===== config.mk =====
export PLATFORM = sky130hd
export DESIGN_NAME = bout_sequencer
export DESIGN_NICKNAME = d
export VERILOG_FILES = /design/src/rtl/bout_sequencer.sv
export SDC_FILE = /design/constraint.sdc
export NUM_CORES = 1
export LEC_CHECK = 0
export ABC_CLOCK_PERIOD_IN_PS = 2210
export CAP_MARGIN = 20
export CORE_ASPECT_RATIO = 2
export CORE_MARGIN = 1
export CORE_UTILIZATION = 51
export CTS_CLUSTER_SIZE = 20
export DETAILED_ROUTE_END_ITERATION = 6
export GPL_TIMING_DRIVEN = 0
export PLACE_DENSITY_LB_ADDON = 0.3
export SYNTH_ARGS = -nofsm -noshare
export SYNTH_HDL_FRONTEND = slang
export SYNTH_SLANG_ARGS = --single-unit

===== constraint.sdc =====
create_clock -name clk_pixel_in -period 2.21 [get_ports clk_pixel_in]
set_clock_uncertainty 0.05 [all_clocks]
set_input_delay 0.442 -clock clk_pixel_in [delete_from_list [all_inputs] [get_ports clk_pixel_in]]
set_output_delay 0.442 -clock clk_pixel_in [all_outputs]
set_load 0.05 [all_outputs]

===== src/rtl/bout_sequencer.sv =====
// Match-level controller for the fencing bout: idle, countdown, live play,
// post-touch lockout and game over, plus the touch tally and winner flags.
module bout_sequencer #(
   parameter int COUNTDOWN_FRAMES = 180,
   parameter int LOCKOUT_FRAMES   = 60,
   parameter int TARGET_POINTS    = 5
) (
   input  logic       clk_pixel_in,
   input  logic       rst_in,
   input  logic       new_frame_in,
   input  logic       start_in,
   input  logic       pause_in,
   input  logic       action_valid_in,
   input  logic       player_scored_in,
   input  logic       opponent_scored_in,
   output logic       action_enable_out,
   output logic       round_reset_out,
   output logic [2:0] phase_out,
   output logic [7:0] countdown_out,
   output logic [3:0] player_points_out,
   output logic [3:0] opponent_points_out,
   output logic [1:0] winner_out
);

   typedef enum logic [2:0] {
      IDLE      = 3'd0,
      COUNTDOWN = 3'd1,
      PLAY      = 3'd2,
      LOCKOUT   = 3'd3,
      GAME_OVER = 3'd4
   } phase_t;

   localparam logic [7:0] COUNTDOWN_LOAD = 8'(COUNTDOWN_FRAMES);
   localparam logic [7:0] LOCKOUT_LOAD   = (LOCKOUT_FRAMES == 0) ? 8'd1 : 8'(LOCKOUT_FRAMES);
   localparam logic [3:0] TARGET         = 4'(TARGET_POINTS);

   phase_t     state, state_next;
   logic [7:0] counter, counter_next;
   logic [3:0] player_points, player_points_next;
   logic [3:0] opponent_points, opponent_points_next;
   logic [1:0] winner, winner_next;
   logic       action_enable, action_enable_next;
   logic       round_reset, round_reset_next;
   logic       start_q;

   logic start_rise;
   logic frame_tick;
   logic touch;

   assign start_rise = start_in & ~start_q;
   assign frame_tick = new_frame_in & ~pause_in;
   assign touch      = action_valid_in & ~pause_in & (player_scored_in | opponent_scored_in);

   // NOTE: every variable gets its hold value before the case so no path leaves
   // it unassigned; that is what keeps this block free of inferred latches.
   always_comb begin
      state_next           = state;
      counter_next         = counter;
      player_points_next   = player_points;
      opponent_points_next = opponent_points;
      winner_next          = winner;
      round_reset_next     = 1'b0;

      case (state)
         IDLE, GAME_OVER: begin
            if (start_rise) begin
               state_next           = COUNTDOWN;
               counter_next         = COUNTDOWN_LOAD;
               player_points_next   = 4'd0;
               opponent_points_next = 4'd0;
               winner_next          = 2'b00;
               round_reset_next     = 1'b1;
            end
         end
         COUNTDOWN: begin
            if (frame_tick) begin
               counter_next = counter - 8'd1;
               if (counter == 8'd1) state_next = PLAY;
            end
         end
         PLAY: begin
            // A touch wins over a coincident frame tick; the counter is simply reloaded.
            if (touch) begin
               if (player_scored_in && player_points != 4'hF)
                  player_points_next = player_points + 4'd1;
               if (opponent_scored_in && opponent_points != 4'hF)
                  opponent_points_next = opponent_points + 4'd1;
               winner_next = {opponent_points_next >= TARGET, player_points_next >= TARGET};
               if (winner_next != 2'b00) begin
                  state_next = GAME_OVER;
               end else begin
                  state_next   = LOCKOUT;
                  counter_next = LOCKOUT_LOAD;
               end
            end
         end
         LOCKOUT: begin
            if (frame_tick) begin
               counter_next = counter - 8'd1;
               if (counter == 8'd1) begin
                  state_next       = PLAY;
                  round_reset_next = 1'b1;
               end
            end
         end
         default: state_next = IDLE;
      endcase

      action_enable_next = (state_next == PLAY) & ~pause_in;
   end

   // NOTE: sequential state uses non-blocking assignments so every register
   // samples the pre-edge values regardless of statement order.
   always_ff @(posedge clk_pixel_in or posedge rst_in) begin
      if (rst_in) begin
         state           <= IDLE;
         counter         <= 8'd0;
         player_points   <= 4'd0;
         opponent_points <= 4'd0;
         winner          <= 2'b00;
         action_enable   <= 1'b0;
         round_reset     <= 1'b0;
         start_q         <= 1'b0;
      end else begin
         state           <= state_next;
         counter         <= counter_next;
         player_points   <= player_points_next;
         opponent_points <= opponent_points_next;
         winner          <= winner_next;
         action_enable   <= action_enable_next;
         round_reset     <= round_reset_next;
         start_q         <= start_in;
      end
   end

   assign action_enable_out   = action_enable;
   assign round_reset_out     = round_reset;
   assign phase_out           = state;
   assign countdown_out       = counter;
   assign player_points_out   = player_points;
   assign opponent_points_out = opponent_points;
   assign winner_out          = winner;

endmodule

==> results of run 1 <==
[synth_stat cells (2+ instances only)]
cell type  instances
a21o_1             3
dfrtp_1           24
nor2_1            13
a22o_1             2
nand4_1            3
nor2b_1            5
and3_1             2
nor3b_1            2
a31oi_1            4
clkbuf_1           2
o31ai_1            3
buf_6              2
ha_1               4
nand2_1           15
a21oi_1            5
o21ai_0            6
inv_1              5
o21a_1             2
a211oi_1           2
mux2i_1            3
nand3_1            9
o21ai_1            3
nor3_1             6
nand2b_1           6
a31o_2             2
or3_1              2
[worst min-delay path by stage]
stage                                         start                          end  slack (ns)  depth (start not counted)
final                                      start_in            start_q$_DFF_PP0_        0.30                          1
after global routing                       start_in            start_q$_DFF_PP0_        0.32                          1
after CTS                 winner_out[1]$_DFFE_PP0P_    winner_out[1]$_DFFE_PP0P_        0.46                          2
after detailed placement  winner_out[1]$_DFFE_PP0P_    winner_out[1]$_DFFE_PP0P_        0.44                          2
after global placement    winner_out[1]$_DFFE_PP0P_    winner_out[1]$_DFFE_PP0P_        0.44                          2
after floorplan                              rst_in  action_enable_out$_DFF_PP0_        0.41                          1
[power by group through the flow]
stage / clock, mW / sequential [mW] / combinational (mW)
after global routing: 0.275 / 0.611 / 0.737
after detailed placement: 0 / 0.608 / 0.679
after global placement: 0 / 0.603 / 0.658
after CTS: 0.255 / 0.599 / 0.685
after floorplan: 0 / 0.817 / 0.244
final: 0.254 / 0.601 / 0.686
[registers in the layout, summed over array words and instances (netlist names)]
register,flops
player_points_out,4
start_q,1
opponent_points_out,4
winner_out,2
round_reset_out,1
phase_out,3
action_enable_out,1
countdown_out,8
[kinds of logic after synthesis]
group,after synthesis
mux,4
buf+inv,10
simple gates,73
flops,24
fa+ha+maj,4
compound gates,49
[layout make-up]
type                            instances  area (um^2)  share of cell area, %
Multi-Input combinational cell        130          893                   46.3
Timing Repair Buffer                   31          313                   16.2
Inverter                                5         18.8                  0.973
Tap cell                               29         36.3                   1.88
Clock buffer                            3         41.3                   2.14
Sequential cell                        24          603                   31.3
Buffer                                  4         23.8                   1.23
[timing repair]
action	4_1_cts	5_1_grt
pin swaps	0	3
cloned	0	0
setup buffers	0	1
gates resized for setup	1	6
setup endpoints to repair	1	7
[worst max-delay path, cell delays in order, from the launching register on]
cell     delay [ns]
dfrtp_1        0.45
or3_1          0.39
or3_4          0.38
nor4b_4        0.32
mux2i_1        0.14
nor4b_2        0.26
[cells in the final DEF (no fill, tap or decap), types with 2 or more instances in the layout]
cell             instances
nor2_1                  13
a21oi_1                  5
o31ai_1                  2
nor3_1                   6
nand2b_1                 6
clkbuf_8                 3
ha_2                     2
mux2i_1                  2
nor2b_1                  5
or3_1                    2
nor3b_1                  2
and3_1                   2
o21ai_1                  3
inv_1                    5
clkdlybuf4s50_1         28
o21ai_0                  6
a21o_1                   2
nand2_1                 15
dfrtp_1                 22
a22o_1                   2
o21a_1                   2
a211oi_1                 2
nand3_1                  9
dlymetal6s2s_1           2
a31oi_1                  4
clkbuf_1                 2
nand4_1                  3
ha_1                     2
a31o_2                   2
dfrtp_2                  2
[routing by layer]
metal / track usage [%] / wire, um
met1: 28.3 / 1460
met2: 47.1 / 2180
met3: 1.95 / 94
met4: 13.7 / 123
met5: 0 / 0
==> reports/results.txt, run 1 <==
Hold Violations, Final -> 0
# port buffers -> 30
Syn avg cell area -> 9.35 um^2
Vias per cell -> 6.29
Max Clk Rate -> 0.473 GHz
Cell-internal power -> 0.878 mW
Synth top area cells -> dfrtp_1 39%, nand2_1 3.7%, ha_1 3.3%
Pins Over Slew Limit -> 0
Arr. time, crit path -> 2.22 ns
YS warnings -> 0
Post-synthesis sequential area ratio -> 39.2%
GRT Overall Usage -> 26.6%
Sequential Power Share -> 39.0%
DRC Markers -> 0
Fin cells -> 226
Flop-to-flop setup slack -> 0.1 ns
Switching Fraction -> 43.0%
PD cells -> 799 nW/um^2
CTS H-tree depth -> 1
Crit-path max FO -> 6
Core area -> 2800 um^2
Tot Pwr -> 1.54 mW
RR Endpoint -> action_enable_out$_DFF_PP0_
Post-DR wirelength/cell -> 17.1 um
Global-route wire length before repair -> 6070 um
Worst Setup SP -> countdown_out[2]$_DFFE_PP0P_
Slew headroom -> 37.6%
IO Count -> 31
Worst hold slack -> 0.297 ns
Worst setup path category -> flip-flop to flip-flop
Largest net degree at the start of global routing -> 25
Complex-gate fraction of the synthesized area -> 24.5%
CTS Root Cell -> clkbuf_8
Adder-cell share of the synthesized area -> 3.27%
Die X -> 40.8 um
TritonCTS buffer count -> 3
Tcrit/Tclk final -> 95.6%
Syn_nets -> 176
Type of origin of the critical path -> flip-flop
Clock share of power -> 16.5%
Initial antenna violation count -> 0
Netlist cell types -> 55
Mapped Cells -> 164
Post-synth EDFFs -> 0
Total Nets Final -> 211
Post-Syn Area -> 1530 um^2
Cts hold-fix bufs -> 0
Layout area overhead -> 25.9%
Later-pin clock latency in the skew report -> 0.26 ns
Ant diodes -> 0
Reg clk slew, reported paths -> 0.08 ns
Worst r2r path cells -> 5
Worst slew pin tran -> 0.935 ns
Min cycle time layout -> 2.11 ns
CTS Buffer Depth -> 2
Simple-gate share of the synthesized area -> 26.9%
Critical path capture point -> action_enable_out$_DFF_PP0_
DIE AREA -> 3240 um^2
Ys async rst share -> 100%
Initial Util -> 54.7%
CTS Sinks -> 24
Area leader, netlist -> dfrtp_1
Setup TNS -> 0 ns
Post-synthesis mux area share -> 2.69%
Comb power frac -> 44.5%
Cell area after layout -> 1930 um^2
Top-area cell type share of the netlist area -> 39.2%
Initial DRC Count -> 35
Main flop type after synthesis -> dfrtp_1
Setup violators final -> 0
GR Overflow Total -> 0
Layout cells sized above 1 -> 12.7%
Status -> finished clean
Combinational family with the most area after synthesis -> simple AND/OR/NAND/NOR gates
Die Height -> 79.5 um
DR pass1 iterations -> 4
Post-placement cell area -> 1870 um^2
Final Core Density -> 68.8%
Fillers -> 235
ANT nets after route -> 0
WP data required -> 2.32 ns
Final wirelength -> 3860 um
Place WS -> -0.292 ns
Flip-flop and latch count after synthesis -> 24
Maximum VDD drop -> 0.453 mV
Final WS setup -> 0.0968 ns
R2R Path Start -> countdown_out[2]$_DFFE_PP0P_
Placed cells -> 223
Leakage -> 0.829 nW
Worst Hold Class -> input port to flip-flop
# rows -> 27
Post-synthesis xor/xnor area fraction -> 0%
RSZ-0062 raised after global routing -> no
Via count -> 1422
Psw -> 0.663 mW
Vias in the first global route -> 1401
RD Place Congestion -> 0.801
CTS tree -> built
Critical path endpoint category -> flip-flop
Detailed Place HPWL -> 2920 um
Maxcap violations -> 0
Note: power is estimated with default switching activity, not from simulation.
==> inputs of run 2 (changes only) <==
Settings changed: MAX_ROUTING_LAYER set to met4.
==> run 2 against run 1 <==
  * Maximum frequency about the same
  * Clock power is essentially flat
  * Critical path type unchanged
  * Combinational power hardly changed
  * Global-route usage increased by 0.64 points
  * Sequential share of layout area unchanged
  * Via count down 0.21%
  * Cell area unchanged
  * Clock-buffer cell count did not move
  * Utilization stayed put
  * Die area did not move
==> reports/results.txt, run 2 (synthesized netlist as in run 1, its figures left out) <==
Comb power frac -> 44.5%
Fin cells -> 226
Worst hold slack -> 0.297 ns
RD Place Congestion -> 0.812
Max stage delay cell, worst path -> dfrtp_1
Maximum VDD drop -> 0.453 mV
Initial Util -> 54.7%
R2R Path Start -> countdown_out[2]$_DFFE_PP0P_
ANT nets after route -> 0
DR pass1 iterations -> 4
Slew headroom -> 37.6%
Place WS -> -0.292 ns
CTS Buffer Depth -> 2
Cts hold-fix bufs -> 0
Type of origin of the critical path -> flip-flop
Initial antenna violation count -> 0
Setup TNS -> 0 ns
Ant diodes -> 0
Die X -> 40.8 um
Reg clk slew, reported paths -> 0.08 ns
Min cycle time layout -> 2.11 ns
DIE AREA -> 3240 um^2
GRT Overall Usage -> 27.2%
Fillers -> 235
Final wirelength -> 3860 um
Status -> finished clean
Worst Path Buf+Inv -> 0
RR Endpoint -> action_enable_out$_DFF_PP0_
Critical path depth -> 5
Global-route wire length before repair -> 6070 um
Cell area after layout -> 1930 um^2
Clock share of power -> 16.5%
DRC Markers -> 0
Flop-to-flop setup slack -> 0.1 ns
Crit-path max FO -> 6
Worst Hold Class -> input port to flip-flop
Hold Violations, Final -> 0
Post-placement cell area -> 1870 um^2
Vias per cell -> 6.28
CP Cell Sequence -> or3_1, or3_4, nor4b_4, mux2i_1, nor4b_2
Worst Hold Path Cells -> 1
Largest delay share family, worst path -> simple AND/OR/NAND/NOR gates
Via count -> 1419
Later-pin clock latency in the skew report -> 0.26 ns
Most frequent cells in the layout -> 28 x clkdlybuf4s50_1, 22 x dfrtp_1, 15 x nand2_1, 13 x nor2_1, 9 x nand3_1
Maxcap violations -> 0
Layout cells sized above 1 -> 12.7%
Psw -> 0.663 mW
Critical path endpoint category -> flip-flop
Worst r2r path cells -> 5
Total Nets Final -> 211
Critical path capture point -> action_enable_out$_DFF_PP0_
WP data required -> 2.32 ns
IO Count -> 31
Detailed Place HPWL -> 2920 um
Die Height -> 79.5 um
GR Overflow Total -> 0
Worst path max stage delay -> 0.45 ns
Worst slew pin tran -> 0.935 ns
Pins Over Slew Limit -> 0
RSZ-0062 raised after global routing -> no
Tot Pwr -> 1.54 mW
Worst setup path category -> flip-flop to flip-flop
CTS tree -> built
Final Core Density -> 68.8%
Cell-internal power -> 0.878 mW
Final WS setup -> 0.0954 ns
Tcrit/Tclk final -> 95.7%
Max reg flops -> 8
Leakage -> 0.829 nW
CTS Root Cell -> clkbuf_8
Placed cells -> 223
Largest net degree at the start of global routing -> 25
Switching Fraction -> 43.0%
Initial DRC Count -> 35
Sequential Power Share -> 39.0%
Core area -> 2800 um^2
Arr. time, crit path -> 2.22 ns
# port buffers -> 30
Vias in the first global route -> 1403
Max Clk Rate -> 0.473 GHz
CTS H-tree depth -> 1
PD cells -> 799 nW/um^2
# rows -> 27
CTS Sinks -> 24
Layout area overhead -> 25.9%
TritonCTS buffer count -> 3
Commonest non-fill, non-tap cell in the layout -> clkdlybuf4s50_1
Post-DR wirelength/cell -> 17.1 um
Setup violators final -> 0
Worst Setup SP -> countdown_out[2]$_DFFE_PP0P_
-- run 2: cell counts in the layout (fill, tap and decap cells not counted) --
Identical to the previous run, type by type.
-- run 2: worst min-delay path by stage --
stage                         startpoint                          end
2_1_floorplan                     rst_in  action_enable_out$_DFF_PP0_
3_3_place_gp   winner_out[1]$_DFFE_PP0P_    winner_out[1]$_DFFE_PP0P_
3_5_place_dp   winner_out[1]$_DFFE_PP0P_    winner_out[1]$_DFFE_PP0P_
4_1_cts        winner_out[1]$_DFFE_PP0P_    winner_out[1]$_DFFE_PP0P_
5_1_grt                         start_in            start_q$_DFF_PP0_
6_report                        start_in            start_q$_DFF_PP0_
-- run 2: timing repair --
| item | in CTS | in global routing |
|---|---|---|
| buffers inserted | 0 | 1 |
| endpoints found under the hold margin | 0 | 0 |
| resized for setup | 1 | 6 |
| endpoints found under the setup margin | 1 | 7 |
| pin swaps | 0 | 3 |
-- run 2: routing by layer --
layer  vias up  share of wire, %  global-route usage (%)
met2        39                56                    47.1
met5         -                 0                       -
met4         0               3.2                    13.7
met1       689                38                    28.3
met3        12               2.4                    1.95
li1        679                 -                       -
-- run 2: power by group through the flow --
stage / registers [mW] / logic (mW) / clock network (mW)
after global placement: 0.603 / 0.658 / 0
after CTS: 0.599 / 0.685 / 0.255
final: 0.601 / 0.686 / 0.254
after detailed placement: 0.608 / 0.679 / 0
after floorplan: 0.817 / 0.244 / 0
after global routing: 0.611 / 0.737 / 0.275
-- run 2: final cells by class --
type                    count  area [um^2]  share of cell area (%)
plain buffers               4         23.8                    1.23
clock buffers               3         41.3                    2.14
inverters                   5         18.8                   0.973
multi-input cells         130          893                    46.3
flip-flops and latches     24          603                    31.3
well taps                  29         36.3                    1.88
repair buffers             31          313                    16.2
